File: config.mk
export PLATFORM = sky130hd
export DESIGN_NAME = iter_shifter_flat
export DESIGN_NICKNAME = d
export VERILOG_FILES = /design/src/rtl/iter_shifter_pkg.sv /design/src/rtl/iter_shifter_if.sv /design/src/rtl/iter_shifter_shift_step.sv /design/src/rtl/iter_shifter.sv /design/src/flat_wrapper.sv
export SDC_FILE = /design/constraint.sdc
export NUM_CORES = 1
export LEC_CHECK = 0
export CORE_MARGIN = 10
export CORE_UTILIZATION = 45
export CTS_CLUSTER_SIZE = 20
export DETAILED_ROUTE_END_ITERATION = 12
export GPL_ROUTABILITY_DRIVEN = 0
export MAX_ROUTING_LAYER = met4
export PLACE_DENSITY = 0.69
export SLEW_MARGIN = 40
export SYNTH_ARGS = -nofsm -noshare
export SYNTH_HDL_FRONTEND = slang
export SYNTH_SLANG_ARGS = --single-unit
export TNS_END_PERCENT = 30
File: constraint.sdc
create_clock -name clk -period 5.5 [get_ports clk]
set_clock_uncertainty 0.1 [all_clocks]
set_input_delay 0.825 -clock clk [delete_from_list [all_inputs] [get_ports clk]]
set_output_delay 0.825 -clock clk [all_outputs]
set_load 0.005 [all_outputs]
File: src/rtl/iter_shifter_pkg.sv
// shifter_pkg: mode codes, FSM state encoding and width helper shared by the iter_shifter slice.
package shifter_pkg;

    localparam logic [1:0] MODE_SLL = 2'b00;
    localparam logic [1:0] MODE_SRL = 2'b01;
    localparam logic [1:0] MODE_SRA = 2'b10;
    localparam logic [1:0] MODE_ROL = 2'b11;

    localparam logic [1:0] IDLE  = 2'd0;
    localparam logic [1:0] SHIFT = 2'd1;
    localparam logic [1:0] DONE  = 2'd2;

    function automatic int amt_width(input int width);
        return $clog2(width);
    endfunction

endpackage

File: src/rtl/iter_shifter_if.sv
// iter_shifter_if: request/result handshake bundle between the control unit (master) and iter_shifter (slave).
interface iter_shifter_if #(
    parameter int WIDTH = 32
) ();
    localparam int AMTW = shifter_pkg::amt_width(WIDTH);

    logic             in_valid;
    logic             in_ready;
    logic [WIDTH-1:0] in_data;
    logic [AMTW-1:0]  in_amt;
    logic [1:0]       in_mode;
    logic             out_valid;
    logic             out_ready;
    logic [WIDTH-1:0] out_data;
    logic             out_carry;

    modport master (
        output in_valid, in_data, in_amt, in_mode, out_ready,
        input  in_ready, out_valid, out_data, out_carry
    );

    modport slave (
        input  in_valid, in_data, in_amt, in_mode, out_ready,
        output in_ready, out_valid, out_data, out_carry
    );
endinterface

File: src/rtl/iter_shifter_shift_step.sv
// shift_step: one combinational shift by k in SLL/SRL/SRA (and ROL when SHIFTER_ROTATE_EN is defined).
module shift_step
    import shifter_pkg::*;
#(
    parameter int WIDTH = 32,
    parameter int AMTW  = 5
) (
    input  logic [WIDTH-1:0] d_i,
    input  logic [AMTW-1:0]  k_i,
    input  logic [1:0]       mode_i,
    output logic [WIDTH-1:0] d_o,
    output logic             carry_o
);
    logic [AMTW-1:0]  lidx;
    logic [AMTW-1:0]  ridx;
    logic [WIDTH-1:0] sra;

    always_comb begin
        lidx = AMTW'(WIDTH - int'(k_i));
        ridx = k_i - AMTW'(1);
        sra  = $signed(d_i) >>> k_i;
        d_o  = mode_i == MODE_SRL ? d_i >> k_i : mode_i == MODE_SRA ? sra : d_i << k_i;
`ifdef SHIFTER_ROTATE_EN
        // lidx wraps to 0 when k is 0, so the OR degenerates to d_i itself
        if (mode_i == MODE_ROL) d_o = (d_i << k_i) | (d_i >> lidx);
`endif
        carry_o = k_i == '0 ? 1'b0 : (mode_i == MODE_SRL || mode_i == MODE_SRA) ? d_i[ridx] : d_i[lidx];
    end
endmodule

File: src/rtl/iter_shifter.sv
// iter_shifter: multi-cycle shifter moving up to STEP bits per clock behind valid/ready handshakes.
// Rotate-left on mode 11 only when SHIFTER_ROTATE_EN is defined; otherwise mode 11 acts as SLL.
module iter_shifter
    import shifter_pkg::*;
#(
    parameter int WIDTH = 32,
    parameter int STEP  = 4
) (
    input logic          clk,
    input logic          rst,
    iter_shifter_if.slave bus
);
    localparam int AMTW = amt_width(WIDTH);
    localparam logic [AMTW-1:0] STEP_W = AMTW'(STEP);

    logic [1:0]       state_q, state_d;
    logic [WIDTH-1:0] data_q, data_d, step_data;
    logic [AMTW-1:0]  rem_q, rem_d, k;
    logic [1:0]       mode_q, mode_d;
    logic             carry_q, carry_d, step_carry;

    assign k = rem_q > STEP_W ? STEP_W : rem_q;

    shift_step #(.WIDTH(WIDTH), .AMTW(AMTW)) u_step (
        .d_i     (data_q),
        .k_i     (k),
        .mode_i  (mode_q),
        .d_o     (step_data),
        .carry_o (step_carry)
    );

    always_comb begin
        state_d = state_q;
        data_d  = data_q;
        rem_d   = rem_q;
        mode_d  = mode_q;
        carry_d = carry_q;
        if (state_q == IDLE && bus.in_valid) begin
            data_d  = bus.in_data;
            mode_d  = bus.in_mode;
            rem_d   = bus.in_amt;
            carry_d = 1'b0;
            state_d = bus.in_amt == '0 ? DONE : SHIFT;
        end else if (state_q == SHIFT) begin
            data_d  = step_data;
            carry_d = step_carry;
            rem_d   = rem_q - k;
            state_d = rem_q == k ? DONE : SHIFT;
        end else if (state_q == DONE && bus.out_ready) begin
            state_d = IDLE;
        end
    end

    always_ff @(posedge clk) begin
        if (rst) begin
            state_q <= IDLE;
            data_q  <= '0;
            rem_q   <= '0;
            mode_q  <= MODE_SLL;
            carry_q <= 1'b0;
        end else begin
            state_q <= state_d;
            data_q  <= data_d;
            rem_q   <= rem_d;
            mode_q  <= mode_d;
            carry_q <= carry_d;
        end
    end

    assign bus.in_ready  = state_q == IDLE;
    assign bus.out_valid = state_q == DONE;
    assign bus.out_data  = data_q;
    assign bus.out_carry = carry_q;
endmodule

File: src/flat_wrapper.sv
// flat-port wrapper written by rule: the top's interface ports become plain ports
module iter_shifter_flat import shifter_pkg::*;
#(
    parameter int WIDTH = 32,
    parameter int STEP  = 4
)
  (clk, rst, bus_in_valid, bus_in_data, bus_in_amt, bus_in_mode, bus_out_ready, bus_in_ready, bus_out_valid, bus_out_data, bus_out_carry);
  iter_shifter_if #(.WIDTH(WIDTH)) bus_i ();
  input logic clk;
  input logic rst;
  input wire logic [$bits(bus_i.in_valid)-1:0] bus_in_valid;
  input wire logic [$bits(bus_i.in_data)-1:0] bus_in_data;
  input wire logic [$bits(bus_i.in_amt)-1:0] bus_in_amt;
  input wire logic [$bits(bus_i.in_mode)-1:0] bus_in_mode;
  input wire logic [$bits(bus_i.out_ready)-1:0] bus_out_ready;
  output wire logic [$bits(bus_i.in_ready)-1:0] bus_in_ready;
  output wire logic [$bits(bus_i.out_valid)-1:0] bus_out_valid;
  output wire logic [$bits(bus_i.out_data)-1:0] bus_out_data;
  output wire logic [$bits(bus_i.out_carry)-1:0] bus_out_carry;
  assign bus_i.in_valid = bus_in_valid;
  assign bus_i.in_data = bus_in_data;
  assign bus_i.in_amt = bus_in_amt;
  assign bus_i.in_mode = bus_in_mode;
  assign bus_i.out_ready = bus_out_ready;
  assign bus_in_ready = bus_i.in_ready;
  assign bus_out_valid = bus_i.out_valid;
  assign bus_out_data = bus_i.out_data;
  assign bus_out_carry = bus_i.out_carry;
  iter_shifter #(.WIDTH(WIDTH), .STEP(STEP)) u_core (.clk(clk), .rst(rst), .bus(bus_i));
endmodule
Word-level counts from Yosys, hierarchy flattened
Index checks and enable logic that the tools add are counted.
W data, S select, Z words.
Word-level totals
  logic and storage cells: 46
  input port bits: 43
  bits in registers: 42
  output and inout port bits: 35
Operators by class
  equality and inequality tests: 5
  reduce and logical (&&, ||, !) cells: 9
  muxes and demuxes: 18
  order comparisons: 3
  $add $sub $neg: 3
  shift-type cells: 3
Operator list (count)
  $mux W32: 4
  $shl A32 B5 Y32: 1
  $shr A32 B5 Y32: 1
  $sshr A32 B5 Y32: 1
  $mux W5: 3
  $lt A5 B6 Y1 const B: 2
  $bmux W1 S5: 2
  $logic_not A5 Y1: 2
  $mux W2: 5
  $eq A5 B5 Y1: 1
  $gt A5 B3 Y1 const B: 1
  $sub A1 B5 Y5 const A: 1
  $sub A5 B1 Y5 const B: 1
  $sub A5 B5 Y5: 1
  $eq A2 B1 Y1 const B: 2
  $eq A2 B2 Y1 const B: 2
  $mux W1: 4
  $reduce_bool A3 Y1: 1
  $logic_and A1 B1 Y1: 2
  $logic_not A2 Y1: 1
  $reduce_bool A2 Y1: 1
  $reduce_or A2 Y1: 1
  $logic_or A1 B1 Y1: 1

Longest topological paths before layout
Gate-level depths: netlist of the first run.
  word-level depth: 7
  gate-level depth with buffers: 15
  mapped depth without buffers: 10

Cells and area by module
A second synthesis of the first run with hierarchy kept.
Second synthesis, totals
  cell total of the unflattened synthesis: 918
  area, all modules: 7119.3 um^2
Modules (own cells, without submodules)
  shift_step: cells an instance 633, times used 1, area each 5038.6 um^2, seq. area each 0.0 um^2
  iter_shifter: cells an instance 285, times used 1, area each 2080.7 um^2, seq. area each 840.8 um^2

Least setup slack after synthesis of the first run
OpenSTA, ideal clock, no wires.
  path kind: reg2reg
  start point: reg u_core.rem_q[2]
  end point: reg u_core.carry_q (netlist: u_core.bus.out_carry)
  path buffers: 5
  arrival time: 3074 ps
  cell stages (with the launch flop): 15
  required time: 5272 ps
  library setup time: 128 ps
  clock period less this slack: 3302 ps
  setup slack: 2198 ps
  cells stage by stage: dfxtp_1 -> buf_4 -> nor4b_4 -> inv_2 -> buf_6 -> buf_2 -> buf_2 -> ha_1 -> clkbuf_1 -> nor2b_1 -> a2111o_1 -> a222oi_1 -> nand4b_1 -> a2bb2oi_1 -> o211ai_1
Between the ends
  longest elaborated chain between the ends: 7
  elaborated cells between the ends (all ways): 11
  those cells by class: add/sub: 2; order compare: 1; mux: 7; reduce/logical: 1
RTL lines
  start: declaration: RTL line iter_shifter.sv:18  | logic [AMTW-1:0] rem_q, rem_d, k;
  start signal: assignment: RTL line iter_shifter.sv:64  | rem_q <= rem_d;
  $gt A5 B3 Y1: RTL line iter_shifter.sv:22  | assign k = rem_q > STEP_W ? STEP_W : rem_q;
  $mux W5 *: RTL line iter_shifter.sv:22
  $sub A1 B5 Y5 / $sub A5 B1 Y5 (equally long branches): RTL line iter_shifter_shift_step.sv:19, iter_shifter_shift_step.sv:20
  $bmux W1 S5: RTL line iter_shifter_shift_step.sv:27  | carry_o = k_i == '0 ? 1'b0 : (mode_i == MODE_SRL || mode_i == MODE_SRA) ? d_i[ridx] : d_i[lidx];
  $mux W1 (not written as such): RTL line iter_shifter_shift_step.sv:27
  $mux W1: RTL line iter_shifter_shift_step.sv:27
  $mux W1 *: RTL line iter_shifter_shift_step.sv:27
  end signal: assignment: RTL line iter_shifter.sv:66  | carry_q <= carry_d;
  end: declaration: RTL line iter_shifter.sv:20  | logic carry_q, carry_d, step_carry;
Mark *: on every way between the ends. The rest lies on a longest branch, timed or not. The select of a mux whose other input is x is not followed.
A chain may end at the register's enable or synchronous reset.

Worst setup path after layout of the first run
  start point: reg u_core.rem_q[0]
  end point: reg u_core.carry_q (netlist: u_core.bus.out_carry)
The elaborated chain is that of the path after synthesis.

==> reports/summary.md, run 1 <==
The initial cell density of the core came out at 0.464. Counting flops and latches in the post-synthesis netlist gives 42. The repair_antennas step left the layout with diodes totalling 0. After layout, the worst setup slack is 1590 ps. The leading cell type by number of instances after synthesis is nand2_1. After detailed routing, the number of vias per cell comes to 6.70. Number of nets in the finished design: 738. The critical path contains buffers and inverters numbering 3 combined.

The tools report the insertion delay of the later-clocked pin in the worst-skew pair as 300 ps. The total area inside the core boundary comes to 10,400 µm². The number of hold-slack violations in the final timing report came out at 0. Measured along the x axis, the die boundary spans 123 µm. The final antenna-violating net count is 0. Setup repair after global routing left no endpoint under its margin.

The logs give 0 for the number of pins with negative max-slew slack in the final report and 685 for the number of instances in the synthesized netlist. The average size of a mapped cell is 7.02 µm². Floorplan row count: 37. The cell repeated most along the worst path is buf_4. For the pin with the worst max-slew slack, the measured transition is 810 ps.

After clock tree synthesis, the clock-pin slew on the worst setup and hold paths is 90 ps. The run gives 0.459 as the normalized max-slew margin. In the synthesized netlist the dominant register cell turns out to be dfxtp_1.

The via count of the first global-routing pass was 5,258. The run finished with clean final reports. For the peak supply drop, the log shows 116 µV. The global router's overall resource usage was 0.231.

The worst reg-to-reg path cell count came out at 11. In this run, synthesis inferred 0 flip-flops with an integrated enable. The post-CTS resize count was 0; the fraction of synthesis flops using an asynchronous set or reset pin was 0. The total number of vias was 5,538. The wire length reported by the detailed router is 17,600 µm. Fraction of final layout cells with drive strength greater than 1: 0.0841.

The tool flagged a number of max-cap violations equal to 0. The final clock period utilization by the worst path is 0.711, and the TritonCTS buffer count is 5. Setup violations remaining at the end of the flow were counted as 0. The longest individual stage delay on the worst path came out at 730 ps. In this run the most critical hold path is launched from u_core.mode_q[1].

The post-layout instance area came out at 5560 µm². The clock passes through at most 2 buffers. Element type at the critical path end: a flop. The worst setup path is launched from a flop.

After synthesis the cells add up to 4810 µm². The Yosys step of the flow raised 0 warnings. The die covers 15,200 µm². Total power for the finished layout comes to 1.52 mW. The number of antenna violations at the first check in global routing was 0; the arrival time reported for the critical path endpoint was 3980 ps. The commonest cells after synthesis are 131 x nand2_1, 65 x clkbuf_1, 57 x a21oi_1. The run gives 0 as the cts-stage hold buffer count. The area share of the largest cell type after synthesis is 0.175. Along the worst hold path, the cell count comes to 2.

In this run the power density over the cells is 273 nW/µm². Broken down by cell family, the worst path's largest delay share belongs to compound AO/OA/AOI/OAI gates. The buffer cell driving the clock tree root is clkbuf_8. The register-to-register setup slack came out at 1590 ps. In this run the worst path has a maximum fanout of 39. Static timing analysis puts the maximum clock frequency at 256 MHz. The count of buffers inserted at the top-level ports was 77; the met2 demand-to-capacity share in global routing was 0.369. In this run the critical register-to-register path is captured at u_core.bus.out_carry.

The final period demand of the worst path was 3910 ps. The starting DRC count in detailed routing was 773. The tools report the launch instance of the worst register-to-register path as u_core.rem_q[0]. After global routing, the most crowded layer is met2. Ranked by total cell area, the synthesized netlist is headed by dfxtp_1 17%, nand2_1 10%, mux4_2 8.4%, mux2i_1 6.7%, a21oi_1 5.9%. After detailed routing, the number of remaining DRC violations is 0.

Data on the critical path is required at its endpoint by 5570 ps. For the largest net degree at the start of global routing, the log shows 71. In this run, distinct cell masters in the synthesized netlist total 68. In the final routed layout, each cell accounts on average for 21.2 µm. The clock tree synthesis step divided the H-tree into 2 levels. Cell type contributing the most total cell area after synthesis: dfxtp_1.

Post-CTS setup buffer count: 0. The logs give 0.0397 for the met3 global-route usage and 42 for the clock net sink count. Relative to the synthesized area, the layout overhead comes to 15.6%. OpenSTA, run right after detailed placement, puts the worst setup slack at 1720 ps. Summed over all layers, the global routing overflow is 0. The tools report the global routing met1 resource utilization as 0.295. Traced cell by cell, the critical path runs through buf_4 > nor4b_4 > buf_4 > inv_2 > ha_1 > nor2b_1 > a2111o_1 > a222oi_1 > nand4b_1 > a2bb2oi_1 > o211ai_1. The hold-critical path endpoint is u_core.mode_q[1]. The first-pass iteration count of the detailed router is 6. The static leakage power came out at 1.96 nW.

The total negative setup slack is 0 ps, and the global-route wire length before repair is 28,300 µm. TritonCTS built the clock tree. Pin placement for this block handled 78 I/O pins. The finished layout holds 826 standard cells, fillers aside. The layout has 1,006 filler cells. The worst setup path category was flop to flop.

The min-delay analysis places its worst path in the category flop to flop. The library cell contributing the largest single delay on the critical path was ha_1. The wire-length estimate of the detail-placed layout is 11,400 µm. The run gives 0.175 as the part of the Yosys area used for sequential elements. From bottom edge to top edge, the die measures 123 µm. Counting tap cells, the placed design contains a total of 819 instances. The instance area after placement was 5480 µm².
## stage by stage
| step | util | hold slack, ps |
|---|---|---|
| after global routing | 0.536 | 414 |
| after detailed placement | 0.529 | 375 |
| final | 0.536 | 385 |
| after floorplan | - | 353 |
| after global placement | 0.528 | 368 |
| after CTS | 0.536 | 387 |
## worst min-delay path: stages, from the launching register on
cell and delay (ps):
dfxtp_1 330, nand2_1 60, a21oi_1 60
## per-layer routing
metal	vias to the layer above	wire, µm
li1	2569	-
met1	2580	6970
met2	349	8460
met3	40	1780
met4	0	336
met5	-	0
## how the worst max path moves through the flow
stage	from	end	slack, ps	cells past startpoint
final	u_core.rem_q[0]	u_core.bus.out_carry	1590	11
after global routing	u_core.rem_q[0]	u_core.bus.out_carry	1400	11
after CTS	u_core.rem_q[0]	u_core.bus.out_carry	1690	11
after detailed placement	u_core.rem_q[0]	u_core.bus.out_carry	1720	11
after global placement	u_core.rem_q[0]	u_core.bus.out_carry	1920	11
after floorplan	u_core.rem_q[2]	u_core.bus.out_carry	2200	14
## power by group
part / switching, mW / internal, mW / leakage [nW]
clock: 0.114 / 0.0879 / 0.0383
combinational: 0.484 / 0.369 / 1.57
sequential: 0.119 / 0.347 / 0.346
## placed cells by master (no fill, tap or decap), types with 3 or more instances in the layout
master	count
nand2_1	131
clkdlybuf4s50_1	77
a21oi_1	57
dfxtp_1	41
nand3_1	40
mux2i_1	32
nor2_1	27
o21ai_0	25
a31oi_1	22
and3_1	21
mux4_2	18
a211oi_1	16
o211ai_1	13
buf_4	11
mux2_2	9
nor3_1	9
nor2b_1	8
o22ai_1	8
a221oi_1	7
inv_1	6
nand2b_1	6
nand4_1	5
a32oi_1	5
ha_1	5
clkbuf_8	5
or2_2	4
a311oi_1	4
a21boi_0	4
a211o_1	4
inv_2	3
a22oi_1	3
a2111o_1	3
o221ai_1	3
a21o_1	3
a32o_1	3
o311ai_0	3
o32ai_1	3
## flip-flops by register name, summed over array words and instances (netlist names)
signal                cells
u_core.rem_q              5
u_core.mode_q             2
u_core.state_q            2
u_core.bus.out_data      32
u_core.bus.out_carry      1
## cell type report
type / count / area [µm²] / area share
multi-input cells: 544 / 3580 / 0.645
repair buffers: 88 / 853 / 0.153
flip-flops and latches: 42 / 842 / 0.151
well taps: 136 / 170 / 0.0306
clock buffers: 7 / 76.3 / 0.0137
inverters: 9 / 33.8 / 0.00608
## kinds of logic after synthesis
family | after synthesis | synth area share
and+or+nand+nor | 268 | 0.259
AOI/OAI and AO/OA | 210 | 0.295
buffers and inverters | 100 | 0.0850
muxes | 59 | 0.172
DFF | 42 | 0.175
adders and majority gates | 5 | 0.0130
other | 1 | 0.000779
(Power assumes the default switching activity.)
==> run 2, diff against run 1 <==
clock period = 4 ns   (was 5.5 ns; I/O delays follow)
==> run 2 against run 1 <==
Against the previous run:
- register-to-register slack got worse by 990 ps
- power grew 41%
- count of clock-buffer cells in the layout decreased by 1
- critical path depth shrank 1
- combinational power rose by 40%
- sequential power up 39%
- sequential share of layout area shrank 0.11 points
- setup slack got worse by 990 ps
- non-clock buffer count grew 5
==> reports/summary.md, run 2 (synthesized netlist as in run 1, its figures left out) <==
The buffer cell driving the clock tree root was clkbuf_8. The run gives 0 (unchanged) as the post-CTS resize count. The tools report the share of the core filled with cells as 0.540 (+0.00410).

The startpoint of the tightest hold check path was u_core.mode_q[0]. For the required time of the critical path, the log shows 4090 ps (-1480 ps). The run gives 0 (unchanged) as the cts-stage hold buffer count. The run gives 18,100 µm (+2.9%) as the wire length reported by the detailed router. The launching element of the worst setup path is u_core.rem_q[2]. Reported net switching power: 1.01 mW (+41%).

The global-route wire length before repair is 29,100 µm (+2.9%). The width of the die was 123 µm (unchanged); the maximum frequency from static timing analysis was 294 MHz (+15%). For the arrival time reported for the critical path endpoint, the log shows 3500 ps (-480 ps). The tools report the element type at the critical path end as a flop.

The areal power density over the cells is 382 nW/µm² (+40%), and the starting DRC count in detailed routing is 668 (-14%). The logs give 202 µV (+75%) for the peak supply drop and 2 (unchanged) for the maximum number of buffers from clock root to sink. The number of pins with negative max-slew slack in the final report was 0 (unchanged); the number of diodes was 0 (unchanged). The longest individual stage delay on the worst path came out at 560 ps (-170 ps).

The final number of setup-violating endpoints is 0 (unchanged), and the worst setup slack before clock tree synthesis is 694 ps (-1020 ps). Setup repair after global routing left no endpoint under its margin. For the total negative setup slack, the log shows 0 ps (unchanged). The logs give 11,800 µm (+3.5%) for the sum of net half-perimeters after detailed placement and 1,046 (+4.0%) for the fill cell total of the finished layout. The launch instance of the worst register-to-register path was u_core.rem_q[2].

The internal power of the cells is 1.13 mW (+40%), and the flip-flop count of the largest register, all copies and words added is 32 (unchanged). Post-CTS setup buffer count: 0 (unchanged). The run gives 0.464 (unchanged) as the initial cell density of the core. The number of antenna violations at the first check in global routing was 0 (unchanged); the count of unresolved DRC violations after routing was 0 (unchanged). Leaving out fill and tap cells, the most frequent cell in the layout is nand2_1. The number of hold-slack violations in the final timing report is 0 (unchanged).

The library cell contributing the largest single delay on the critical path was ha_1. The startpoint kind of the worst setup timing path was a flop. The floorplan row count was 37 (unchanged); the insertion delay of the later-clocked pin in the worst-skew pair was 310 ps (about the same).

The run finished with clean final reports. The total number of vias was 5,661 (+2.2%); the final antenna-violating net count was 0 (unchanged). The floorplan core area is 10,400 µm² (unchanged). The number of placed I/O pins was 78 (unchanged); the final worst slack was 597 ps (-993 ps). The logs give 0.142 (+0.009) for the part of the total power dissipated in the clock network and 2.14 mW (+41%) for the power after layout.

Critical-path maximum fanout: 15 (-62%). Class of the tightest hold or removal check: flop to flop. The total overflow reported by the global router came out at 0 (unchanged). The kind of cell with the highest combined delay along the critical path is compound AO/OA/AOI/OAI gates. The final routed wire length divided by cell count was 21.8 µm (+2.4%); the via count of the first global-routing pass was 5,418 (+3.0%).

The static leakage power was 1.99 nW (+1.5%). The layout-stage area growth over the synthesis result came out at 16.5%. The logs give 0.240 (+0.00953) for the global router's overall resource usage and 3580 µm² (about the same) for the footprint of the multi-input gates.

For the clock net sink count, the log shows 42 (unchanged). The run gives 2 (unchanged) as the number of levels in the clock H-tree. Traced cell by cell, the critical path runs through nor4b_2 > buf_4 > inv_1 > ha_1 > nor2b_1 > a2111o_1 > a222oi_1 > nand4b_1 > a2bb2oi_1 > o211ai_1. The fraction of final layout cells with drive strength greater than 1 is 0.0937 (+0.00960), and the max-capacitance violation count is 0 (unchanged). The tools report the final hold slack as 379 ps (-6.65 ps).

The largest net degree at the start of global routing is 71 (unchanged), and the final clock period utilization by the worst path is 0.851 (+0.140). The part of the power in combinational logic was 0.556 (-0.005); the clock input transition at the sequential cells of the worst setup and hold paths was 90 ps (about the same). The pin slew with the least headroom to its limit is 831 ps (+21.0 ps). The first-pass iteration count of the detailed router is 5 (-1), and the critical path buffer and inverter count is 2 (-1).

The count of buffers inserted at the top-level ports works out to 77 (unchanged). The tools report the number of nets in the finished design as 743 (+0.68%). The top cell types in the final layout, fill and taps aside, are 131 x nand2_1, 77 x clkdlybuf4s50_1, 57 x a21oi_1, 41 x dfxtp_1, 40 x nand3_1. Normalized max-slew margin: 0.446 (-0.0127).

The die area was 15,200 µm² (unchanged); the final period demand of the worst path was 3400 ps (-507 ps). The fraction of power consumed by sequential logic is 0.302 (-0.005), and the net switching fraction of the power is 0.473 (+0.00126). The number of vias per cell after detailed routing was 6.82 (+1.7%).

TritonCTS built the clock tree. The die height is 123 µm (unchanged), and the register cell area after layout is 842 µm² (unchanged). The critical path is of the flop to flop type.

The tools report the TritonCTS buffer count as 5 (unchanged).
-- run 2: cell types whose count changed in the layout (fill, tap and decap cells not counted) --
cell,previous run,this run
buf_4,11,16
clkbuf_1,2,0
clkbuf_8,5,6
nand2b_1,6,5
nand2b_2,0,1
or3_2,0,1
or3_4,1,0
-- run 2: area by class of cell --
cell class	instances	share of cell area
repair buffers	93	0.159
multi-input cells	544	0.640
well taps	136	0.0304
clock buffers	6	0.0147
inverters	9	0.00603
flip-flops and latches	42	0.150
-- run 2: power by group through the flow --
| stage | sequential [mW] | clock (mW) | combinational, mW |
|---|---|---|---|
| after floorplan | 0.538 | 0 | 0.874 |
| after global placement | 0.643 | 0 | 1.15 |
| after detailed placement | 0.647 | 0 | 1.16 |
| after CTS | 0.638 | 0.302 | 1.17 |
| after global routing | 0.655 | 0.315 | 1.29 |
| final | 0.647 | 0.304 | 1.19 |
-- run 2: worst paths after layout --
path	endpoint	slack (ps)	depth (start not counted)
worst min-delay path	u_core.mode_q[0]	380	2
worst min register to register	u_core.mode_q[0]	380	2
worst max register to register	u_core.bus.out_carry	600	10
worst max-delay path	u_core.bus.out_carry	600	10
-- run 2: worst min-delay path, delay by kind of cell, from the launching register on --
kind               cells  cell delay (ps)
AOI/OAI and AO/OA      1               50
DFF                    1              330
and+or+nand+nor        1               60
-- run 2: per-layer routing --
| metal | up-vias | wire [µm] | part of all wire | GRT usage |
|---|---|---|---|---|
| li1 | 2570 | - | - | - |
| met1 | 2618 | 7050 | 0.39 | 0.301 |
| met2 | 406 | 8450 | 0.47 | 0.384 |
| met3 | 67 | 1930 | 0.11 | 0.0356 |
| met4 | 0 | 620 | 0.034 | 0.0902 |
| met5 | - | 0 | 0 | - |
-- run 2: through the flow --
step	std cells	area, µm²
4_1_cts	830	5600
6_report	830	5600
3_3_place_gp	824	5520
5_1_grt	830	5600
2_1_floorplan	686	4810
3_5_place_dp	824	5520
